## src/rtl/pipe_reg_sync.sv

```systemverilog
// rtl/pipe_reg_sync.sv - DEPTH-stage valid/ready register pipeline with collapsing bubbles.
// Optional occupancy output under macro PIPE_REG_SYNC_OCCUPANCY_EN.
module pipe_reg_sync #(
  parameter int unsigned      WIDTH   = 8,
  parameter int unsigned      DEPTH   = 4,
  parameter logic [WIDTH-1:0] RST_VAL = '0
) (
  input  logic             clk,
  input  logic             rst,
  input  logic             flush,
  input  logic             in_valid,
  output logic             in_ready,
  input  logic [WIDTH-1:0] in_data,
  output logic             out_valid,
  input  logic             out_ready,
  output logic [WIDTH-1:0] out_data
`ifdef PIPE_REG_SYNC_OCCUPANCY_EN
  ,
  output logic [$clog2(DEPTH+1)-1:0] occupancy
`endif
);

  logic [DEPTH-1:0] v_q;
  logic [DEPTH-1:0] v_d;
  logic [DEPTH-1:0] can_take;
  logic [WIDTH-1:0] data_q [DEPTH];
  logic [WIDTH-1:0] data_d [DEPTH];
  logic             take;

  // A stage can load if any stage at or downstream of it is empty, or the output drains.
  always_comb begin
    take     = out_ready;
    can_take = '0;
    for (int i = int'(DEPTH) - 1; i >= 0; i--) begin
      take        = take | ~v_q[i];
      can_take[i] = take;
    end
  end

  assign in_ready  = can_take[0] & ~flush & ~rst;
  assign out_valid = v_q[DEPTH-1];
  assign out_data  = data_q[DEPTH-1];

  always_comb begin
    v_d    = v_q;
    data_d = data_q;
    if (flush) begin
      v_d = '0;
    end else begin
      if (can_take[0]) begin
        data_d[0] = in_data;
        v_d[0]    = in_valid & in_ready;
      end
      for (int i = 1; i < int'(DEPTH); i++) begin
        if (can_take[i]) begin
          data_d[i] = data_q[i-1];
          v_d[i]    = v_q[i-1];
        end
      end
    end
  end

  always_ff @(posedge clk) begin
    if (rst) begin
      v_q <= '0;
      for (int i = 0; i < int'(DEPTH); i++) begin
        data_q[i] <= RST_VAL;
      end
    end else begin
      v_q    <= v_d;
      data_q <= data_d;
    end
  end

`ifdef PIPE_REG_SYNC_OCCUPANCY_EN
  localparam int unsigned OCC_W = $clog2(DEPTH+1);

  always_comb begin
    occupancy = '0;
    for (int i = 0; i < int'(DEPTH); i++) begin
      occupancy = occupancy + OCC_W'(v_q[i]);
    end
  end
`endif

endmodule
```

## config.mk

```make
export PLATFORM = sky130hd
export DESIGN_NAME = pipe_reg_sync
export DESIGN_NICKNAME = d
export VERILOG_FILES = /design/src/rtl/pipe_reg_sync.sv
export SDC_FILE = /design/constraint.sdc
export NUM_CORES = 1
export LEC_CHECK = 0
export CAP_MARGIN = 10
export CORE_ASPECT_RATIO = 0.7
export CORE_UTILIZATION = 25
export CTS_CLUSTER_SIZE = 25
export DETAILED_ROUTE_END_ITERATION = 16
export SYNTH_ARGS = -nofsm -noshare
export SYNTH_HDL_FRONTEND = slang
export SYNTH_SLANG_ARGS = --single-unit
```

## constraint.sdc

```tcl
create_clock -name clk -period 2.2 [get_ports clk]
set_input_delay 0.55 -clock clk [delete_from_list [all_inputs] [get_ports clk]]
set_output_delay 0.55 -clock clk [all_outputs]
set_load 0.01 [all_outputs]
```

**Yosys cells after proc, flatten, opt, wreduce, memory -nomap -nowiden**

Cells that the tools add are included.

- Register bits: 36
- Input port bits: 13
- Word-level logic and storage cells: 26

- Bitwise gates (word level): 13
- Reductions and logical operators: 5

Operators with widths:

| operator | count |
|---|---|
| $reduce_and 2->1 | 4 |
| $not 1->1 | 6 |
| $or 1x1->1 | 4 |
| $and 1x1->1 | 3 |
| $reduce_or 2->1 | 1 |

**Depth between registers and ports, before layout**

- Depth after elaboration: 8
- Gate-level depth with buffers: 5
- Depth with buffers taken out: 3

**Worst setup path before layout**

Ideal clock, no wire load.

- Kind: input -> output
- Start point: input out_ready
- End point: output in_ready
- Data required time: 1650 ps
- Buffers on the path: 2
- Path slack: 420 ps
- Cell stages on the path: 4
- Arrival: 1230 ps
- Cells stage by stage: and4b_4 -> buf_6 -> buf_6 -> a21oi_1

- Longest elaborated chain between the ends: 6

Ends and longest elaborated chain:

| what | RTL line | RTL |
|---|---|---|
| start: declaration | 15 | `input logic out_ready,` |
| $or 1x1->1 (4 in series) | 35 | `take = take \| ~v_q[i];` |
| $and 1x1->1 (2 in series) | 40 | `assign in_ready = can_take[0] & ~flush & ~rst;` |
| end: declaration | 12 | `output logic in_ready,` |

Every way passes these cells.

**Worst setup path in the final report**

Ends and elaborated chain as after synthesis.

==> results.cfg <==
[sta]
setup_ws_ns = 0.1158
slew_headroom_pct = 70.50
setup_viol_count_final = 0
final-hold-violation-count = 0
timing.fmax_mhz = 479.8
timing.hold.ws_ns = 0.4616
min_period_ns = 2.084
rsz0062_at_grt = no
tightest_slew_ns = 0.4425
slew_violations = 0
final.setup_skew_ns = 0.006539
fin_crit_sh_pct = 94.74

[logic_synthesis]
synth_top_area_cell = dfxtp_1
netlist_area_um2 = 1707
synth.most_common_cell = dfxtp_1
ys.flop_type = dfxtp_1
syn_nets = 203
synth-edff-count = 0
ys_top_cells_by_area = dfxtp_1 (42%), mux2i_1 (9.4%), nand2b_1 (9.2%)
ys_seq_area_share_pct = 42.23
synthTopCellsByCount = dfxtp_1 (36), nand2b_1 (25), mux2i_1 (16), nand2_1 (16), a21oi_1 (12)
ys_ff_latch = 36
synth_cell_type_count = 24
syn_inst = 190
synth_top_area_share_pct = 42.23
async_flop_share_pct = 0
syn_avg_cell_area_um2 = 8.982
yosysWarnings = 0

[routing]
viasPerCell = 4.447
drtPass1Iterations = 4
drt_iter0_markers = 83
vias = 1303
drt-total-wl_mm = 3.522
final_antenna_net_count = 0
route.detailed.drc = 0
wl_per_cell_um = 12.02

[placed_design]
post-place-ws_ns = -0.2857
routabilityCongestion = 0.6887
io_buffers = 22
post-dp-hpwl_mm = 2.335

[pwr]
power_frac_clock_pct = 40.9
seqPwrFrac_pct = 49.3
p_per_area_nw_per_um2 = 688.7
p_switching_uw = 325.8
power_mw = 1.413
combPwrFrac_pct = 9.8
p_leak_nw = 0.7514
internal_power_mw = 1.087
ir_drop_v = 0.0003102
swShare_pct = 23.05

[clock_network]
clock-root-buffer = clkbuf_8
cts_tree = built
cts_buffers = 5
cts.path.max_buffers = 2
clk_pin_slew_ns = 0.07
clock_latency_ns = 0.29
cts.sinks = 36
hold_buffers = 0
post_cts_buffers = 0
htreeDepth = 2

[hold_path]
hp-class = flop to flop

[worst_setup_path]
slowest_delay_ns = 0.48
reg2reg_slack_ns = 0.80
path_cells = clkdlybuf4s50_1 -> and4b_4 -> a21oi_1 -> clkbuf_2
arrival_ns = 1.53
critical_path.top_delay_family = buffers and inverters
crit_path_end_kind = output port
crit_path_top_delay_cell = clkdlybuf4s50_1
critical_path.startpoint_type = primary input
crit_fanout = 3
cp_num_buf_inv = 2
required_ns = 1.65
critical_path_class = primary input to output port

[global_route]
grt_max_degree = 57
grt_pass1_vias = 1216
grt_usage_pct = 10.76
antenna_found_initial = 0
grt_pass1_wl_mm = 5.920
grt_overflow = 0

[floorplan]
initial_core_util_pct = 26.68
die_w_um = 100.8
fp.dieH_um = 71.13
ioPinCount = 23
core_um2 = 6396
dieArea_um2 = 7166
placementRows = 24

[final_layout]
diodes = 0
multi_input_area_um2 = 804.5
finalCoreUtilization_pct = 32.08
drive_gt1_share_pct = 9.406
fillers = 691
fin_nets = 214
area_growth_pct = 20.23
register_area_um2 = 720.7

[run_status]
outcome = finished, final reports clean

[run]
drv_cap = 0
-- routing by layer --
metal	global-route usage (%)	routed length [um]
met1	16.24	1878
met2	14.00	1411
met3	3.656	199
met4	3.382	31
met5	0	0
-- area by class of cell --
class / count / share of cell area, %
clock buffer: 5 / 3.354
clock inverter: 3 / 2.073
inverter: 9 / 1.646
multi-input combinational: 120 / 39.21
sequential: 36 / 35.12
tap: 91 / 5.549
timing repair buffer: 29 / 13.05
-- final timing paths --
check / from / end / depth (start not counted)
min: data_q[9] / out_data[1] / 2
max: out_ready / in_ready / 4
min reg2reg: data_q[9] / out_data[1] / 2
max reg2reg: v_q[2] / data_q[21] / 4
-- worst register-to-register path, cell delays in order, from the launching register on --
cell,delay [ns]
dfxtp_1,0.37
and4b_4,0.22
buf_4,0.20
nor2_4,0.30
mux2i_1,0.24
-- power groups by stage --
stage	clock (mW)	combinational (mW)	sequential, mW
after CTS	0.597	0.141	0.697
after detailed placement	0	0.141	0.712
after floorplan	0	0.0964	0.707
final	0.578	0.138	0.696
after global routing	0.622	0.153	0.701
after global placement	0	0.140	0.711
-- flip-flops by register name (all words and copies together) (netlist names) --
signal and count:
data_q 24, out_data 8, v_q 4
-- kinds of logic (layout without fill, tap and decap cells) --
kind of cell,after synthesis,after routing,synth area share (%)
buffers and inverters,34,46,10.63
AND/OR/NAND/NOR,67,67,22.65
multiplexers,16,16,9.384
flip-flops,36,36,42.23
AO/OA/AOI/OAI,37,37,15.10
-- metrics by stage --
stage | setup TNS [ns] | instances | cell area (um2)
after floorplan | 0 | 190 | 1707
after global placement | -0.2804 | 285 | 1946
after detailed placement | -0.2857 | 285 | 1946
after CTS | 0 | 293 | 2057
after global routing | 0 | 293 | 2052
final | 0 | 293 | 2052
-- timing repair --
action	CTS	global route
gates cloned	0	0
resized for setup	2	1
endpoints found under the setup margin	1	1
-- cell usage in the layout, fill, tap and decap left out, drive strengths merged, types with 8 or more instances in the layout --
cell type      Yosys  final
o311ai             8      8
o32a               8      8
dfxtp             36     36
nand2b            25     25
o21ai              8      8
a21oi             12     12
inv                9      9
nand4b             8      8
nand3              8      8
mux2i             16     16
nand2             16     16
clkdlybuf4s50      0     21
(Power assumes the default switching activity.)
